$ cat src/rtl/led_drv.sv
// led_drv: bus-mapped driver for 8 LEDs, each in off / on / blink / one-shot pulse mode.
// Latency: register writes take effect at the next edge; leds follow mode/phase one cycle later; reads are combinational.
// Backpressure: none; ack mirrors stb, so every access completes in its strobe cycle.
//
// Ports:
//   clk, rst          system clock, synchronous active-high reset
//   stb, we, addr     bus access strobe, write enable, register select (0 = MODE, 1 = PERIOD)
//   data_in/data_out  write data / read data (zero when no read is active)
//   ack               access acknowledge (equals stb)
//   leds              registered active-high LED drive
module led_drv #(
    parameter int TICK_DIV    = 50000,
    parameter int PULSE_TICKS = 100,
    parameter int PERIOD_RST  = 500
) (
    input  logic        clk,
    input  logic        rst,
    input  logic        stb,
    input  logic        we,
    input  logic        addr,
    input  logic [31:0] data_in,
    output logic [31:0] data_out,
    output logic        ack,
    output logic [7:0]  leds
);

    localparam int              PW          = (TICK_DIV > 1) ? $clog2(TICK_DIV) : 1;
    localparam logic [PW-1:0]   PRE_MAX     = PW'(TICK_DIV - 1);
    localparam logic [7:0]      PULSE_LD    = 8'(PULSE_TICKS);
    localparam logic [15:0]     PERIOD_INIT = 16'(PERIOD_RST);

    localparam logic [1:0] M_OFF   = 2'b00;
    localparam logic [1:0] M_ON    = 2'b01;
    localparam logic [1:0] M_BLINK = 2'b10;
    localparam logic [1:0] M_PULSE = 2'b11;

    logic [PW-1:0]     pre_q, pre_d;
    logic [15:0]       mode_q, mode_d;
    logic [15:0]       period_q, period_d;
    logic [15:0]       bcnt_q, bcnt_d;
    logic              phase_q, phase_d;
    logic [7:0][7:0]   pcnt_q, pcnt_d;
    logic [7:0]        leds_q, leds_d;

    logic              tick;
    logic              wr_mode;
    logic              wr_period;
    logic [15:0]       period_eff;

    assign tick      = (pre_q == PRE_MAX);
    assign wr_mode   = stb & we & ~addr;
    assign wr_period = stb & we & addr;

    // Prescaler: free-running, never disturbed by bus writes.
    always_comb begin
        pre_d = tick ? '0 : pre_q + PW'(1);
    end

    // Blink timebase. A zero period behaves as one tick per half-period.
    // bcnt never exceeds period-1 (a PERIOD write clears it), so >= is the
    // same as == here but stays safe against any stale count.
    always_comb begin
        period_eff = (period_q == 16'd0) ? 16'd1 : period_q;
        period_d   = period_q;
        bcnt_d     = bcnt_q;
        phase_d    = phase_q;
        if (tick) begin
            if (bcnt_q >= period_eff - 16'd1) begin
                bcnt_d  = 16'd0;
                phase_d = ~phase_q;
            end else begin
                bcnt_d = bcnt_q + 16'd1;
            end
        end
        // A PERIOD write restarts the blink cycle and overrides a same-cycle tick.
        if (wr_period) begin
            period_d = data_in[15:0];
            bcnt_d   = 16'd0;
            phase_d  = 1'b1;
        end
    end

    // Pulse countdown and mode register. An expiring pulse drops its field to
    // off; a MODE write in the same cycle replaces every field and (re)loads
    // the counter of each field it sets to pulse.
    always_comb begin
        mode_d = mode_q;
        pcnt_d = pcnt_q;
        for (int i = 0; i < 8; i++) begin
            if (tick && (mode_q[2*i +: 2] == M_PULSE) && (pcnt_q[i] != 8'd0)) begin
                pcnt_d[i] = pcnt_q[i] - 8'd1;
                if (pcnt_q[i] == 8'd1) begin
                    mode_d[2*i +: 2] = M_OFF;
                end
            end
        end
        if (wr_mode) begin
            mode_d = data_in[15:0];
            for (int i = 0; i < 8; i++) begin
                if (data_in[2*i +: 2] == M_PULSE) begin
                    pcnt_d[i] = PULSE_LD;
                end
            end
        end
    end

    always_comb begin
        leds_d = '0;
        for (int i = 0; i < 8; i++) begin
            case (mode_q[2*i +: 2])
                M_OFF:   leds_d[i] = 1'b0;
                M_ON:    leds_d[i] = 1'b1;
                M_BLINK: leds_d[i] = phase_q;
                default: leds_d[i] = (pcnt_q[i] != 8'd0);
            endcase
        end
    end

    always_comb begin
        data_out = 32'd0;
        if (stb && !we) begin
            data_out = addr ? {16'd0, period_q} : {8'd0, leds_q, mode_q};
        end
    end

    assign ack  = stb;
    assign leds = leds_q;

    always_ff @(posedge clk) begin
        if (rst) begin
            pre_q    <= '0;
            mode_q   <= 16'd0;
            period_q <= PERIOD_INIT;
            bcnt_q   <= 16'd0;
            phase_q  <= 1'b1;
            pcnt_q   <= '0;
            leds_q   <= 8'd0;
        end else begin
            pre_q    <= pre_d;
            mode_q   <= mode_d;
            period_q <= period_d;
            bcnt_q   <= bcnt_d;
            phase_q  <= phase_d;
            pcnt_q   <= pcnt_d;
            leds_q   <= leds_d;
        end
    end

endmodule

$ cat config.mk
export PLATFORM = sky130hd
export DESIGN_NAME = led_drv
export DESIGN_NICKNAME = d
export VERILOG_FILES = /design/src/rtl/led_drv.sv
export SDC_FILE = /design/constraint.sdc
export NUM_CORES = 1
export LEC_CHECK = 0
export CORE_MARGIN = 2
export CORE_UTILIZATION = 59
export CTS_BUF_LIST = sky130_fd_sc_hd__clkbuf_4 sky130_fd_sc_hd__clkbuf_8
export DETAILED_ROUTE_END_ITERATION = 7
export PLACE_DENSITY = 0.88
export SETUP_SLACK_MARGIN = 0.3
export SLEW_MARGIN = 20
export SYNTH_ARGS = -nofsm -noshare
export SYNTH_HDL_FRONTEND = slang
export SYNTH_SLANG_ARGS = --single-unit
$ cat constraint.sdc
create_clock -name clk -period 4.8 [get_ports clk]
set_input_delay 1.2 -clock clk [delete_from_list [all_inputs] [get_ports clk]]
set_output_delay 1.2 -clock clk [all_outputs]
set_load 0.005 [all_outputs]
==> results of run 1 <==
## worst max path at each step
stage | startpoint | end | slack, ns | cells after the start
floorplan | period_q[10] | bcnt_q[10] | 0.73 | 14
detailed placement | period_q[2] | bcnt_q[10] | 0.46 | 15
finish | stb | data_out[17] | 0.56 | 6
global route | period_q[2] | bcnt_q[15] | 0.35 | 15
global placement | period_q[2] | bcnt_q[15] | 0.53 | 15
CTS | period_q[2] | bcnt_q[15] | 0.43 | 15
## sequential cells by signal, indices dropped and copies added, names as in the netlist
signal    flops
pcnt_q       64
bcnt_q       16
mode_q       16
phase_q       1
leds          8
pre_q        16
period_q     16
## synthesized netlist by cell type (13+ instances only)
cell      count
ha_1         36
nor3_1       41
mux2i_1      18
xor2_1       27
nand3_1      43
or3_1        17
o21ai_0      15
or4_1        23
xnor2_1      37
nor2_1       74
o31ai_1      13
dfxtp_1     137
clkbuf_1     30
nand4_1      25
a21oi_1      68
inv_1        30
nor4_1       24
nand2_1      88
a31oi_1      14
## per-layer routing
| layer | up-vias | routed length [um] | track usage, % | share of wire, % |
|---|---|---|---|---|
| li1 | 3317 | - | - | - |
| met1 | 3231 | 8020 | 36.6 | 44 |
| met2 | 239 | 8380 | 43.2 | 46 |
| met3 | 42 | 1150 | 6.59 | 6.3 |
| met4 | 0 | 482 | 12.1 | 2.7 |
| met5 | - | 0 | 0 | 0 |
## layout make-up
class / count / area [um2] / area share [%]
repair buffers: 62 / 593 / 7.02
well taps: 168 / 210 / 2.49
inverters: 31 / 116 / 1.38
flip-flops and latches: 137 / 2740 / 32.5
clock buffers: 26 / 339 / 4.01
multi-input cells: 686 / 4360 / 51.6
clock inverters: 6 / 85.1 / 1.01
## kinds of logic (layout without fill, tap and decap cells)
| logic type | count (synthesis) | in the layout |
|---|---|---|
| AND/OR/NAND/NOR | 411 | 411 |
| AO/OA/AOI/OAI | 149 | 149 |
| flip-flops | 137 | 137 |
| buffers and inverters | 75 | 125 |
| XOR/XNOR | 64 | 64 |
| adder cells (fa/ha/maj) | 36 | 36 |
| multiplexers | 18 | 18 |
| other | 1 | 8 |
## report_power, final
part | switching (W) | leakage [nW] | internal, W | total, W
Clock | 0.000446 | 0.216 | 0.000560 | 0.00101
Combinational | 0.0000950 | 1.74 | 0.0000702 | 0.000165
Sequential | 0.0000224 | 1.11 | 0.00116 | 0.00118
## cells in the final DEF, fill, tap and decap left out, types with 4 or more instances in the layout
cell type and n:
dfxtp_1 137, nand2_1 88, nor2_1 74, a21oi_1 68, clkdlybuf4s50_1 52, nand3_1 43, nor3_1 41, xnor2_1 37
ha_1 36, inv_1 30, xor2_1 27, nand4_1 25, or4_1 23, nor4_1 23, clkbuf_8 23, mux2i_1 18
or3_1 17, o21ai_0 15, a31oi_1 14, o31ai_1 13, and3_1 12, and2_1 11, a211oi_1 11, buf_4 9
nor4b_1 8, conb_1 8, and4_1 7, or2_2 6, nand2b_1 6, nand3b_1 5, or4b_2 5, o211ai_1 5
a2bb2oi_1 4
## what timing repair did
item	4_1_cts	5_1_grt
setup buffers	0	0
gates resized for setup	0	1
endpoints found under the setup margin	0	17
## worst max-delay path, delay by kind of cell
family	cells	cell delay (ns)
buffers and inverters	3	1.34
AND/OR/NAND/NOR	3	0.50
## stage by stage
step	total power [W]	hold WS [ns]	cells	cell area [um2]
finish	0.00235	0.461	1116	8450
floorplan	0.00130	0.413	898	7420
global route	0.00242	0.477	1116	8450
global placement	0.00136	0.428	1084	8020
detailed placement	0.00136	0.448	1084	8020
CTS	0.00235	0.458	1116	8440
==> flow_metrics.py, run 1 <==
metrics = {
    "timing": {
        "final.setup_skew_ns": 0.00688,
        "max_slew_margin_pct": 45.9,
        "max_freq_mhz": 236,
        "setup_tns_ns": 0,
        "setup_slack_ns": 0.558,
        "drv_slew": 0,
        "min_period_over_period_pct": 88.4,
        "grt_setup_unrepaired": "no",
        "worstMarginPinSlew_ns": 0.810,
        "finalHoldViolCount": 0,
        "period_minus_slack_ns": 4.24,
        "setup_viol": 0,
    },
    "cts": {
        "cts.sinks": 137,
        "clkTransAtPathRegs_ns": 0.08,
        "holdBufCountCts": 0,
        "tritoncts": "yes",
        "clock_path_buffers": 2,
        "h-tree-depth": 4,
        "cts_root_buf": "clkbuf_8",
        "clock_latency_ns": 0.47,
        "cts-buffers-inserted": 17,
    },
    "floorplan": {
        "core_mm2": 0.0121,
        "die_width_um": 116,
        "row_count": 40,
        "dieHeight_um": 116,
        "dieArea_mm2": 0.0134,
        "start_util_pct": 61.0,
        "num_io_pins": 78,
    },
    "cells_and_area": {
        "nFillCells": 991,
        "drive_above_1_share_pct": 6.54,
        "areaGrowthSynthToFinish_pct": 14.3,
        "antenna_cells": 0,
        "finalNetCount": 1008,
        "fin_util_pct": 69.8,
    },
    "min_path": {
        "min_from": "pre_q[0]",
        "hold_class": "reg2reg",
        "hold_end": "pre_q[0]",
        "min_path_cells": 1,
    },
    "routing": {
        "vias_per_cell": 6.12,
        "drt_iter0_markers": 491,
        "drc": 0,
        "wl_per_cell_um": 16.2,
        "drtAntennaViolNets": 0,
        "first_pass_iters": 5,
        "drt-total-wl_um": 18000,
        "vias": 6829,
    },
    "global_route": {
        "antenna_found_initial": 0,
        "track_usage_pct": 27.6,
        "grt_pass1_wl_um": 29400,
        "grt_pass1_vias": 6191,
        "grt.overflow.total": 0,
        "grt_max_degree": 65,
    },
    "pwr": {
        "power_leakage_nw": 3.07,
        "ir_worst_vdd_mv": 0.188,
        "power.density_mw_per_mm2": 278,
    },
    "worst_setup_path": {
        "start_kind": "input port",
        "path_common_cell": "clkdlybuf4s50_1",
        "r2r_slack_ns": 0.58,
        "worst-path-max-fanout": 6,
        "cp_data_arrival_time_ns": 3.04,
        "worst_r2r_path_depth": 15,
        "slowest_stage": "clkdlybuf4s50_1",
        "path_cells": "clkdlybuf4s50_1, nand2b_1, nor2_1, buf_4, and2_1, clkdlybuf4s50_1",
        "slowest_delay_ns": 0.58,
        "crit_path_end_kind": "output port",
        "reg2reg_from": "period_q[2]",
        "reg2reg_to": "bcnt_q[15]",
        "worst_ep_required_time_ns": 3.60,
        "crit_type": "in2out",
    },
    "logic_synthesis": {
        "synth-xor-area-share_pct": 7.58,
        "avgSynthCellArea_um2": 8.29,
        "async_flop_share_pct": 0,
        "synth_edf_count": 0,
        "yosysSeqAreaShare_pct": 37.1,
        "yosys_most_used_dff": "dfxtp_1",
        "synth_seq_cells": 137,
        "synth_top_area_cell": "dfxtp_1",
        "synth_top_family_by_area": "simple AND/OR/NAND/NOR gates",
        "yosysUniqueCellTypes": 55,
        "synth-adder-area-share_pct": 6.09,
        "synth_mux_area_share_pct": 2.44,
        "synthTopCellsByArea": "dfxtp_1 (37%), ha_1 (6.1%), a21oi_1 (4.6%), nand2_1 (4.5%), xnor2_1 (4.4%)",
        "synth-compound-area-share_pct": 12.4,
        "yosysTopAreaCellShare_pct": 37.1,
        "synthesis.area_mm2": 0.00739,
        "synth-simple-area-share_pct": 29.9,
        "ys_warn_count": 0,
        "syn_inst": 891,
    },
    "placement": {
        "post-place-ws_ns": 0.456,
        "portBuffers": 53,
        "place_congestion": 0.913,
        "dp_hpwl_um": 12300,
    },
    "run_status": {
        "status": "completed",
    },
    "job": {
        "drv_cap": 0,
    },
}
(Power assumes the default switching activity.)
==> inputs of run 2 (changes only) <==
--- a/config.mk
+++ b/config.mk
@@ -5,11 +5,13 @@
 export SDC_FILE = /design/constraint.sdc
 export NUM_CORES = 1
 export LEC_CHECK = 0
+export ABC_CLOCK_PERIOD_IN_PS = 4800
 export CORE_MARGIN = 2
 export CORE_UTILIZATION = 59
 export CTS_BUF_LIST = sky130_fd_sc_hd__clkbuf_4 sky130_fd_sc_hd__clkbuf_8
 export DETAILED_ROUTE_END_ITERATION = 7
 export PLACE_DENSITY = 0.88
+export RECOVER_POWER = 25
 export SETUP_SLACK_MARGIN = 0.3
 export SLEW_MARGIN = 20
 export SYNTH_ARGS = -nofsm -noshare
==> run 2 against run 1 <==
Against the previous run:
- the flow now finishes with violations (max-capacitance violations, max-slew violations)
- flip-flop and latch count did not move
- power about the same
- cell count is the same
- sequential power barely moved
- clock power about the same
- setup slack got worse by 0.13 ns
- critical path depth decreased by 1
- largest power group unchanged
==> flow_metrics.py, run 2 (synthesis gave the netlist of run 1 again) <==
metrics = {
    "run_status": {
        "status": "finished with violations",
        "violations": "max-capacitance violations, max-slew violations",
    },
    "placement": {
        "post-place-ws_ns": 0.456,
        "place_congestion": 0.913,
        "portBuffers": 53,
        "dp_hpwl_um": 12300,
    },
    "cts": {
        "cts_root_buf": "clkbuf_8",
        "holdBufCountCts": 0,
        "clock_path_buffers": 2,
        "clkTransAtPathRegs_ns": 0.08,
        "cts-buffers-inserted": 17,
        "h-tree-depth": 4,
        "ctsResizeCount": 0,
        "clock_latency_ns": 0.47,
        "tritoncts": "yes",
        "cts.sinks": 137,
        "postCtsSetupBuffers": 0,
    },
    "timing": {
        "setup_viol": 0,
        "max_slew_margin_pct": -96.6,
        "worstMarginPinSlew_ns": 2.95,
        "grt_setup_unrepaired": "no",
        "min_period_over_period_pct": 91.1,
        "drv_slew": 65,
        "setup_tns_ns": 0,
        "final.setup_skew_ns": 0.00796,
        "max_freq_mhz": 229,
        "finalHoldViolCount": 0,
        "setup_slack_ns": 0.429,
        "period_minus_slack_ns": 4.37,
    },
    "worst_setup_path": {
        "path_cells": "dlygate4sd3_1, clkbuf_1, mux2i_1, nor2_1, clkdlybuf4s50_1",
        "crit_type": "in2out",
        "worst_ep_required_time_ns": 3.60,
        "crit_path_end_kind": "output port",
        "slowest_delay_ns": 0.58,
        "worst-path-max-fanout": 9,
        "cp_data_arrival_time_ns": 3.17,
        "slowest_stage": "dlygate4sd3_1",
        "start_kind": "input port",
    },
    "cells_and_area": {
        "final_common_cell": "dfxtp_1",
        "final-seq-area_mm2": 0.00274,
        "nFillCells": 996,
        "regMostFlops": "pcnt_q",
        "multi_input_area_mm2": 0.00436,
        "antenna_cells": 0,
        "final_cell_mix": "dfxtp_1 (137), nand2_1 (88), nor2_1 (74), a21oi_1 (68), clkdlybuf4s50_1 (45)",
        "areaGrowthSynthToFinish_pct": 14.1,
        "drive_above_1_share_pct": 6.01,
        "largest_reg_flops": 64,
        "finalNetCount": 1008,
    },
    "routing": {
        "vias_per_cell": 6.13,
        "wl_per_cell_um": 16.2,
        "drtAntennaViolNets": 0,
        "drt_iter0_markers": 466,
        "first_pass_iters": 6,
        "drc": 0,
        "drt-total-wl_um": 18100,
        "vias": 6844,
    },
    "job": {
        "drv_cap": 1,
    },
    "floorplan": {
        "start_util_pct": 61.0,
        "dieHeight_um": 116,
        "num_io_pins": 78,
        "core_mm2": 0.0121,
        "dieArea_mm2": 0.0134,
        "die_width_um": 116,
        "row_count": 40,
    },
    "pwr": {
        "p_clk_share_pct": 42.9,
        "p_sw_w": 0.000564,
        "power.density_mw_per_mm2": 278,
        "p_int_w": 0.00178,
        "seqPwrFrac_pct": 50.1,
        "power_frac_comb_pct": 7.0,
        "switching_share_pct": 24.0,
        "power_leakage_nw": 3.07,
        "ir_worst_vdd_mv": 0.187,
    },
    "global_route": {
        "grt_max_degree": 65,
        "grt_pass1_vias": 6191,
        "track_usage_pct": 27.6,
        "grt.overflow.total": 0,
        "grt_pass1_wl_um": 29400,
        "antenna_found_initial": 0,
    },
    "min_path": {
        "hold_class": "reg2reg",
    },
}
[run 2: cell count changes in the layout (fill, tap and decap cells not counted), moves of 2 or more]
cell | before | now
dlygate4sd3_1 | 0 | 7
clkdlybuf4s50_1 | 52 | 45
clkbuf_1 | 0 | 3
buf_4 | 9 | 7
[run 2: power groups by stage]
stage	sequential (W)	clock, W	combinational, W
floorplan	0.00120	0	0.000106
global placement	0.00120	0	0.000158
detailed placement	0.00120	0	0.000162
CTS	0.00118	0.00101	0.000164
global route	0.00118	0.00106	0.000180
finish	0.00118	0.00101	0.000164
[run 2: worst paths after layout]
check / start / to / slack [ns] / cells after the start
max: addr / data_out[11] / 0.43 / 5
max reg2reg: period_q[2] / bcnt_q[15] / 0.56 / 15
min: pre_q[0] / pre_q[0] / 0.46 / 1
min reg2reg: pre_q[0] / pre_q[0] / 0.46 / 1
[run 2: per-stage QoR]
stage / total power, W / hold WS (ns) / util, % / area (um2) / instances
after detailed placement: 0.00136 / 0.448 / 66.2 / 8020 / 1084
after global placement: 0.00136 / 0.428 / 66.2 / 8020 / 1084
after floorplan: 0.00130 / 0.413 / - / 7420 / 898
final: 0.00235 / 0.462 / 69.6 / 8430 / 1116
after CTS: 0.00235 / 0.458 / 69.7 / 8440 / 1116
after global routing: 0.00242 / 0.477 / 69.6 / 8430 / 1116
[run 2: final cells by class]
class,instances,area share [%]
multi-input combinational,686,51.7
clock inverter,6,1.01
clock buffer,26,4.02
sequential,137,32.5
tap,168,2.49
timing repair buffer,62,6.93
inverter,31,1.38
[run 2: routing by layer]
metal | vias to the layer above | wire length (um) | global-route usage [%]
met2 | 245 | 8330 | 43.2
met4 | 0 | 526 | 12.1
met5 | - | 0 | 0
met3 | 47 | 1210 | 6.59
met1 | 3232 | 8030 | 36.6
li1 | 3320 | - | -
[run 2: critical path, delay by kind of cell]
kind,cells,cell delay [ns]
buffers and inverters,3,1.60
AND/OR/NAND/NOR,1,0.22
multiplexers,1,0.15
==> inputs of run 3 (changes only) <==
--- a/config.mk
+++ b/config.mk
@@ -6,6 +6,7 @@
 export NUM_CORES = 1
 export LEC_CHECK = 0
 export ABC_CLOCK_PERIOD_IN_PS = 4800
+export CAP_MARGIN = 30
 export CORE_MARGIN = 2
 export CORE_UTILIZATION = 59
 export CTS_BUF_LIST = sky130_fd_sc_hd__clkbuf_4 sky130_fd_sc_hd__clkbuf_8
==> results of run 3 <==
No change in the layout: final DEF, timing and power equal those of run 2.
